==> src/rtl/regfile_pkg.sv <==
// Shared constants and types for the register-file write-back path.
// Holds the address/data typedefs, the arbiter grant encoding and the busy-mask helper.
package regfile_pkg;

  localparam int ADDR_W   = 5;
  localparam int DATA_W   = 32;
  localparam int NUM_REGS = 2 ** ADDR_W;

  typedef logic [ADDR_W-1:0] reg_addr_t;
  typedef logic [DATA_W-1:0] reg_data_t;

  localparam reg_addr_t ZERO_REG = 5'd0;

  typedef enum logic {
    GRANT_REQ0 = 1'b0,
    GRANT_REQ1 = 1'b1
  } grant_e;

  // One-hot mask for a busy-bitmap update; register 0 never produces a bit.
  function automatic logic [NUM_REGS-1:0] addrMask(input reg_addr_t addr, input logic en);
    logic [NUM_REGS-1:0] mask;
    mask = '0;
    if (en && (addr != ZERO_REG)) begin
      mask[addr] = 1'b1;
    end
    return mask;
  endfunction

endpackage

==> src/rtl/regfile_wb_arbiter_if.sv <==
// Bus bundle between the pipeline (master) and the write-back arbiter (slave).
// Carries both write-back requesters, the decode reservation/lookup and the regfile write port.
interface regfile_wb_arbiter_if;
  import regfile_pkg::*;

  logic      req0_valid;
  logic      req0_ready;
  reg_addr_t req0_addr;
  reg_data_t req0_data;

  logic      req1_valid;
  logic      req1_ready;
  reg_addr_t req1_addr;
  reg_data_t req1_data;

  logic      rsv_valid;
  reg_addr_t rsv_addr;

  reg_addr_t rd_addr1;
  reg_addr_t rd_addr2;
  logic      rd_busy1;
  logic      rd_busy2;

  logic      rf_w;
  reg_addr_t rf_wa;
  reg_data_t rf_wd;

  modport master (
    output req0_valid, req0_addr, req0_data,
    output req1_valid, req1_addr, req1_data,
    output rsv_valid, rsv_addr, rd_addr1, rd_addr2,
    input  req0_ready, req1_ready, rd_busy1, rd_busy2,
    input  rf_w, rf_wa, rf_wd
  );

  modport slave (
    input  req0_valid, req0_addr, req0_data,
    input  req1_valid, req1_addr, req1_data,
    input  rsv_valid, rsv_addr, rd_addr1, rd_addr2,
    output req0_ready, req1_ready, rd_busy1, rd_busy2,
    output rf_w, rf_wa, rf_wd
  );

endinterface

==> src/rtl/regfile_scoreboard.sv <==
// Busy bitmap of register destinations reserved at decode and not yet committed.
// A reservation landing on the same edge as a commit to that register keeps it busy.
module regfile_scoreboard
  import regfile_pkg::*;
(
  input  logic      clk,
  input  logic      rst_n,
  input  logic      i_setValid,
  input  reg_addr_t i_setAddr,
  input  logic      i_clrValid,
  input  reg_addr_t i_clrAddr,
  input  reg_addr_t i_lookupAddr1,
  input  reg_addr_t i_lookupAddr2,
  output logic      o_busy1,
  output logic      o_busy2
);

  logic [NUM_REGS-1:0] r_busy;
  logic [NUM_REGS-1:0] w_setMask;
  logic [NUM_REGS-1:0] w_clrMask;
  logic [NUM_REGS-1:0] w_busyNext;

  // Set is OR'd in after the clear so a fresh reservation outranks the commit.
  assign w_setMask  = addrMask(i_setAddr, i_setValid);
  assign w_clrMask  = addrMask(i_clrAddr, i_clrValid);
  assign w_busyNext = (r_busy & ~w_clrMask) | w_setMask;

  always_ff @(posedge clk) begin
    if (!rst_n) begin
      r_busy <= '0;
    end else begin
      r_busy <= w_busyNext;
    end
  end

  assign o_busy1 = r_busy[i_lookupAddr1] & (i_lookupAddr1 != ZERO_REG);
  assign o_busy2 = r_busy[i_lookupAddr2] & (i_lookupAddr2 != ZERO_REG);

endmodule

==> src/rtl/regfile_wb_arbiter.sv <==
// Round-robin write-back arbiter sharing the single register-file write port
// between the ALU (req0) and load (req1) paths, plus the decode hazard scoreboard.
module regfile_wb_arbiter
  import regfile_pkg::*;
(
  input  logic                clk,
  input  logic                rst_n,
  regfile_wb_arbiter_if.slave bus
);

  grant_e    r_lastGrant;
  logic      r_rfW;
  reg_addr_t r_rfWa;
  reg_data_t r_rfWd;

  logic      w_grant0;
  logic      w_grant1;
  logic      w_accept;
  reg_addr_t w_accAddr;
  reg_data_t w_accData;
  logic      w_rfW;

  // Under contention the requester that did not win last time goes next.
  always_comb begin
    w_grant0 = 1'b0;
    w_grant1 = 1'b0;
    if (rst_n) begin
      if (bus.req0_valid && bus.req1_valid) begin
        if (r_lastGrant == GRANT_REQ1) begin
          w_grant0 = 1'b1;
        end else begin
          w_grant1 = 1'b1;
        end
      end else begin
        w_grant0 = bus.req0_valid;
        w_grant1 = bus.req1_valid;
      end
    end
  end

  always_comb begin
    w_accept  = w_grant0 | w_grant1;
    w_accAddr = bus.req0_addr;
    w_accData = bus.req0_data;
    if (w_grant1) begin
      w_accAddr = bus.req1_addr;
      w_accData = bus.req1_data;
    end
  end

  // Accepted request is issued to the regfile one cycle later; register 0 writes are dropped.
  always_ff @(posedge clk) begin
    if (!rst_n) begin
      r_rfW       <= 1'b0;
      r_rfWa      <= ZERO_REG;
      r_rfWd      <= '0;
      r_lastGrant <= GRANT_REQ1;
    end else begin
      r_rfW <= w_accept && (w_accAddr != ZERO_REG);
      if (w_accept) begin
        r_rfWa      <= w_accAddr;
        r_rfWd      <= w_accData;
        r_lastGrant <= w_grant1 ? GRANT_REQ1 : GRANT_REQ0;
      end
    end
  end

  // Gating by rst_n stops a write already issued from committing during reset.
  assign w_rfW = r_rfW & rst_n;

  regfile_scoreboard u_scoreboard (
    .clk          (clk),
    .rst_n        (rst_n),
    .i_setValid   (bus.rsv_valid),
    .i_setAddr    (bus.rsv_addr),
    .i_clrValid   (w_rfW),
    .i_clrAddr    (r_rfWa),
    .i_lookupAddr1(bus.rd_addr1),
    .i_lookupAddr2(bus.rd_addr2),
    .o_busy1      (bus.rd_busy1),
    .o_busy2      (bus.rd_busy2)
  );

  assign bus.req0_ready = w_grant0;
  assign bus.req1_ready = w_grant1;
  assign bus.rf_w       = w_rfW;
  assign bus.rf_wa      = r_rfWa;
  assign bus.rf_wd      = r_rfWd;

endmodule

==> src/flat_wrapper.sv <==
// flat-port wrapper written by rule: the top's interface ports become plain ports
module regfile_wb_arbiter_flat import regfile_pkg::*;
  (clk, rst_n, bus_req0_valid, bus_req0_addr, bus_req0_data, bus_req1_valid, bus_req1_addr, bus_req1_data, bus_rsv_valid, bus_rsv_addr, bus_rd_addr1, bus_rd_addr2, bus_req0_ready, bus_req1_ready, bus_rd_busy1, bus_rd_busy2, bus_rf_w, bus_rf_wa, bus_rf_wd);
  regfile_wb_arbiter_if bus_i ();
  input  logic clk;
  input  logic rst_n;
  input wire logic [$bits(bus_i.req0_valid)-1:0] bus_req0_valid;
  input wire logic [$bits(bus_i.req0_addr)-1:0] bus_req0_addr;
  input wire logic [$bits(bus_i.req0_data)-1:0] bus_req0_data;
  input wire logic [$bits(bus_i.req1_valid)-1:0] bus_req1_valid;
  input wire logic [$bits(bus_i.req1_addr)-1:0] bus_req1_addr;
  input wire logic [$bits(bus_i.req1_data)-1:0] bus_req1_data;
  input wire logic [$bits(bus_i.rsv_valid)-1:0] bus_rsv_valid;
  input wire logic [$bits(bus_i.rsv_addr)-1:0] bus_rsv_addr;
  input wire logic [$bits(bus_i.rd_addr1)-1:0] bus_rd_addr1;
  input wire logic [$bits(bus_i.rd_addr2)-1:0] bus_rd_addr2;
  output wire logic [$bits(bus_i.req0_ready)-1:0] bus_req0_ready;
  output wire logic [$bits(bus_i.req1_ready)-1:0] bus_req1_ready;
  output wire logic [$bits(bus_i.rd_busy1)-1:0] bus_rd_busy1;
  output wire logic [$bits(bus_i.rd_busy2)-1:0] bus_rd_busy2;
  output wire logic [$bits(bus_i.rf_w)-1:0] bus_rf_w;
  output wire logic [$bits(bus_i.rf_wa)-1:0] bus_rf_wa;
  output wire logic [$bits(bus_i.rf_wd)-1:0] bus_rf_wd;
  assign bus_i.req0_valid = bus_req0_valid;
  assign bus_i.req0_addr = bus_req0_addr;
  assign bus_i.req0_data = bus_req0_data;
  assign bus_i.req1_valid = bus_req1_valid;
  assign bus_i.req1_addr = bus_req1_addr;
  assign bus_i.req1_data = bus_req1_data;
  assign bus_i.rsv_valid = bus_rsv_valid;
  assign bus_i.rsv_addr = bus_rsv_addr;
  assign bus_i.rd_addr1 = bus_rd_addr1;
  assign bus_i.rd_addr2 = bus_rd_addr2;
  assign bus_req0_ready = bus_i.req0_ready;
  assign bus_req1_ready = bus_i.req1_ready;
  assign bus_rd_busy1 = bus_i.rd_busy1;
  assign bus_rd_busy2 = bus_i.rd_busy2;
  assign bus_rf_w = bus_i.rf_w;
  assign bus_rf_wa = bus_i.rf_wa;
  assign bus_rf_wd = bus_i.rf_wd;
  regfile_wb_arbiter u_core (.clk(clk), .rst_n(rst_n), .bus(bus_i));
endmodule
==> config.mk <==
export PLATFORM = sky130hd
export DESIGN_NAME = regfile_wb_arbiter_flat
export DESIGN_NICKNAME = d
export VERILOG_FILES = /design/src/rtl/regfile_pkg.sv /design/src/rtl/regfile_wb_arbiter_if.sv /design/src/rtl/regfile_scoreboard.sv /design/src/rtl/regfile_wb_arbiter.sv /design/src/flat_wrapper.sv
export SDC_FILE = /design/constraint.sdc
export NUM_CORES = 1
export LEC_CHECK = 0
export ABC_AREA = 0
export CAP_MARGIN = 20
export CORE_ASPECT_RATIO = 0.8
export CORE_MARGIN = 2
export CORE_UTILIZATION = 47
export CTS_CLUSTER_DIAMETER = 80
export DETAILED_ROUTE_END_ITERATION = 8
export PLACE_DENSITY = 0.91
export SETUP_SLACK_MARGIN = 0.1
export SKIP_CTS_REPAIR_TIMING = 1
export SLEW_MARGIN = 20
export SYNTH_ARGS = -nofsm -noshare
export SYNTH_HDL_FRONTEND = slang
export SYNTH_SLANG_ARGS = --single-unit
==> constraint.sdc <==
create_clock -name clk -period 3.7 [get_ports clk]
set_clock_uncertainty 0.2 [all_clocks]
set_input_delay 0.74 -clock clk [delete_from_list [all_inputs] [get_ports clk]]
set_output_delay 0.74 -clock clk [all_outputs]
set_load 0.05 [all_outputs]
### Word level (Yosys, flattened, before mapping)

Index checks and enable logic that the tools add are counted.

| cells by class | value |
|---|---|
| $add $sub $neg | 0 |
| $mul | 0 |
| divide/modulo/power cells | 0 |
| $lt $le $gt $ge | 6 |
| equal/unequal tests | 0 |
| shifts and indexed selects | 0 |
| multiplexer cells | 19 |
| bitwise logic cells | 7 |
| reduce and logical (&&, ||, !) cells | 11 |

Operator list:

| operator | count |
|---|---|
| 32-bit two-way mux | 3 |
| 32-bit bitwise AND | 1 |
| 32-bit NOT | 1 |
| 32-bit OR | 1 |
| 5-bit nonzero test | 5 |
| 5-bit by 6-bit < comparator with 1-bit output, second input constant | 4 |
| 1-bit two-way mux | 11 |
| 1-bit binary-select mux with 5-bit select | 2 |
| 1-bit demux with 5-bit select | 2 |
| 5-bit by 1-bit greater-or-equal comparator with 1-bit output, second input constant | 2 |
| 1-bit logical AND | 6 |
| 5-bit two-way mux | 1 |
| 1-bit bitwise AND | 3 |
| 1-bit OR | 1 |

| storage, ports and cells | value |
|---|---|
| bits in registers | 71 |
| latch bits | 0 |
| memory bits (writable) | 0 |
| ROM bits | 0 |
| bits of input ports | 94 |
| output and inout bits | 42 |
| logic and storage cells | 48 |
| memories | 0 |

### Longest topological paths before layout

| logic depth | value |
|---|---|
| depth in word-level cells | 8 |
| gate-level depth with buffers | 6 |
| mapped depth without buffers | 4 |

### Cells and area by module

A second synthesis with hierarchy kept.

| second synthesis, totals | value |
|---|---|
| cells, all modules | 418 |
| area total of the unflattened synthesis | 3,698.5 sq um |

Modules (own cells, without submodules):

| module | instances | cells an instance | area an instance (sq um) | seq. area each (sq um) |
|---|---|---|---|---|
| regfile_scoreboard | 1 | 243 | 2,006.9 | 640.6 |
| regfile_wb_arbiter | 1 | 175 | 1,691.6 | 780.7 |

### Least setup slack after synthesis

Ideal clock, no wire load.

| path | value |
|---|---|
| path type | input -> output |
| start | in bus_rd_addr1[0] |
| end | out bus_rd_busy1 |
| data arrival time | 2.389 ns |
| setup slack | 0.371 ns |
| stages on the path | 5 |
| path through | buf_2 > mux4_2 > mux2i_1 > a211o_1 > o211ai_1 |

| between the ends | value |
|---|---|
| cells in the longest elaborated chain, start to end | 3 |

RTL lines:

| item | line | source |
|---|---|---|
| from (decl) | flat_wrapper.sv:15 | `input wire logic [$bits(bus_i.rd_addr1)-1:0] bus_rd_addr1;` |
| 1-bit binary-select mux with 5-bit select | regfile_scoreboard.sv:36 | `assign o_busy1 = r_busy[i_lookupAddr1] & (i_lookupAddr1 != ZERO_REG);` |
| 1-bit two-way mux (not written as such) | regfile_scoreboard.sv:36 |  |
| 1-bit bitwise AND (*) | regfile_scoreboard.sv:36 |  |
| to (decl) | flat_wrapper.sv:19 | `output wire logic [$bits(bus_i.rd_busy1)-1:0] bus_rd_busy1;` |

Every way passes the cells marked *; elsewhere a longest branch is shown, timed or not. The select of a mux whose other input is x is not followed.

### Worst setup path after layout

Ends and elaborated chain as after synthesis.

==> metrics <==
Layout Nets 611; crit-path max FO 9; HPWL Detailed 8.34 mm; mean area per synthesized cell 9.10 sq um; pre-CTS setup slack -70.5 ps; WHS 288 ps; Via density 5.79; H-tree depth 3; first-pass GRT wire length 17.7 mm; All-Layer GR Usage 27.5%; clock tree root driver cell clkbuf_8; Placed Cells 610; Pwr Density 372 nW/um^2; initial antenna violation count 0; cell row count 28; fin cells 627; met1 Use GR 34.2%; Hold Crit Class reg -> reg; Worst path max stage delay 500 ps; antenna cells 0; worst-case clock buffer depth 2; Die Wd 102 um; unique cell type count in the Yosys netlist 30; # IOs 136; number of max-cap violations 0; die area 8330 sq um; largest net degree at the start of global routing 76; Die H 82.0 um; Seq cells post-synth 71; status finished, final reports clean; ys flop type dfxtp_1; Layout area overhead 46.1%; global-route track usage on met2 45.8%; CP arrival 2560 ps; CTS Buf Count 9; Mapped Cells 393; clk_lat worst skew 350 ps; total routed wirelength 11.3 mm; Static Leak 2.04 nW; Slew Limit Headroom 52.5%; Final ANT Viol Nets 0; Final Setup Violations 0; Async S/R FF share, synth 0%; CTS tree yes; global route hottest layer met2; f_max 286 MHz; DRC Markers 0; slowest CP cell mux4_2; most frequent cells in the layout clkdlybuf4s50_1 (127), dfxtp_1 (71), nor2_1 (49), mux2i_1 (44), nand2_1 (40); worst path cell trace clkdlybuf4s50_1 -> buf_6 -> mux4_2 -> mux2_2 -> nand3_1 -> o211ai_1 -> buf_4; leading cell type in the layout, fill and taps excluded clkdlybuf4s50_1; Initial Util 48.4%; area of the multi-input gates 2000 sq um; crit path capture type primary output; Port Buffers 135; post-route minimum period 3500 ps; drt first-iter violations 265; DR pass1 iterations 5; Reg clk slew, reported paths 80 ps; met3 Resource Use GR 8.17%; layout cells sized above 1 9.00%; Synth Cell Area 3580 sq um; setup slack after layout 200 ps; critical path class in -> out; Wirelength per Cell 18.0 um; FILL cells 531; peak supply drop 0.000304 V; via count 3631; vias in the first global route 3564; grt total ovfl 0; RSZ-0062 raised after global routing false; max-slew violations 0; Synth Warn # 0; GPL Wtd Cong 0.959; number of synthesized flops with an enable pin 0; core area 7390 sq um; CP Launch Type input port; register area 1420 sq um; CTS Sinks 71; Critical Path RT 2760 ps; final hold vios 0; final period utilization 94.6%; post-synthesis sequential area ratio 39.7%; worst-margin pin slew 712 ps; Net Count, Synth 487
==> stage by stage <==
| step | setup TNS [ps] | util (%) | cell area, sq um | total power, mW |
|---|---|---|---|---|
| detailed placement | -70.5 | 67.7 | 5000 | 1.33 |
| global placement | -16.1 | 67.7 | 5000 | 1.32 |
| floorplan | 0 | - | 3580 | 1.11 |
| global route | 0 | 70.7 | 5230 | 2.01 |
| finish | 0 | 70.7 | 5230 | 1.94 |
| CTS | -70.4 | 70.3 | 5200 | 1.94 |
==> per-layer routing <==
metal / wire [um] / part of all wire [%]
met2: 5620 / 50
met3: 983 / 8.7
met5: 0 / 0
met1: 4470 / 40
met4: 186 / 1.7
==> synthesized netlist by cell type, types with 4 or more instances <==
cell type   n  area [sq um]
nor2_1     49           184
a211oi_1   38           285
clkbuf_1   19          71.3
a21oi_1    31           155
nand3b_1    7          52.6
mux2i_1    44           440
nand2_1    40           150
buf_2       5          25.0
mux4_1      5           131
nand2b_1    5          31.3
o21ai_0    32           160
nand3_1     4          20.0
mux4_2     10           225
dfxtp_1    71          1420
==> flip-flops by register name (all words and copies together), names as in the netlist <==
register and count:
u_core.r_lastGrant 1, u_core.r_rfW 1, u_core.u_scoreboard.r_busy 32, u_core.bus.rf_wd 32
u_core.bus.rf_wa 5
==> worst max-delay path, delay by kind of cell <==
family                 cells  cell delay, ps
AO/OA/AOI/OAI              1             100
AND/OR/NAND/NOR            1             100
buffers and inverters      3             830
multiplexers               2             790
==> final timing paths <==
kind | start | endpoint | cells past startpoint | slack [ps]
worst max-delay path | bus_rd_addr1[0] | bus_rd_busy1 | 7 | 200
worst min-delay path | u_core.u_scoreboard.r_busy[0] | u_core.u_scoreboard.r_busy[0] | 1 | 290
worst max register to register | u_core.r_lastGrant | u_core.bus.rf_wd[18] | 4 | 1650
worst min register to register | u_core.u_scoreboard.r_busy[0] | u_core.u_scoreboard.r_busy[0] | 1 | 290
==> kinds of logic after synthesis <==
logic type / Yosys count / synth area share, %
AND/OR/NAND/NOR: 122 / 15.4
AO/OA/AOI/OAI: 105 / 17.6
flip-flops: 71 / 39.7
multiplexers: 61 / 22.9
buffers and inverters: 34 / 4.27
==> final cells by class <==
cell class | instances | share of cell area [%]
Multi-Input combinational cell | 288 | 38.3
Timing Repair Buffer | 143 | 27.9
Sequential cell | 71 | 27.2
Tap cell | 105 | 2.51
Clock buffer | 10 | 2.44
Clock inverter | 6 | 1.29
Inverter | 4 | 0.287
==> where the power goes <==
group	total (mW)	switching (mW)	internal [mW]
Sequential	0.837	0.0336	0.804
Combinational	0.482	0.263	0.219
Clock	0.624	0.309	0.315
Total	1.94	0.606	1.34
Power figures use the tool's default switching activity.
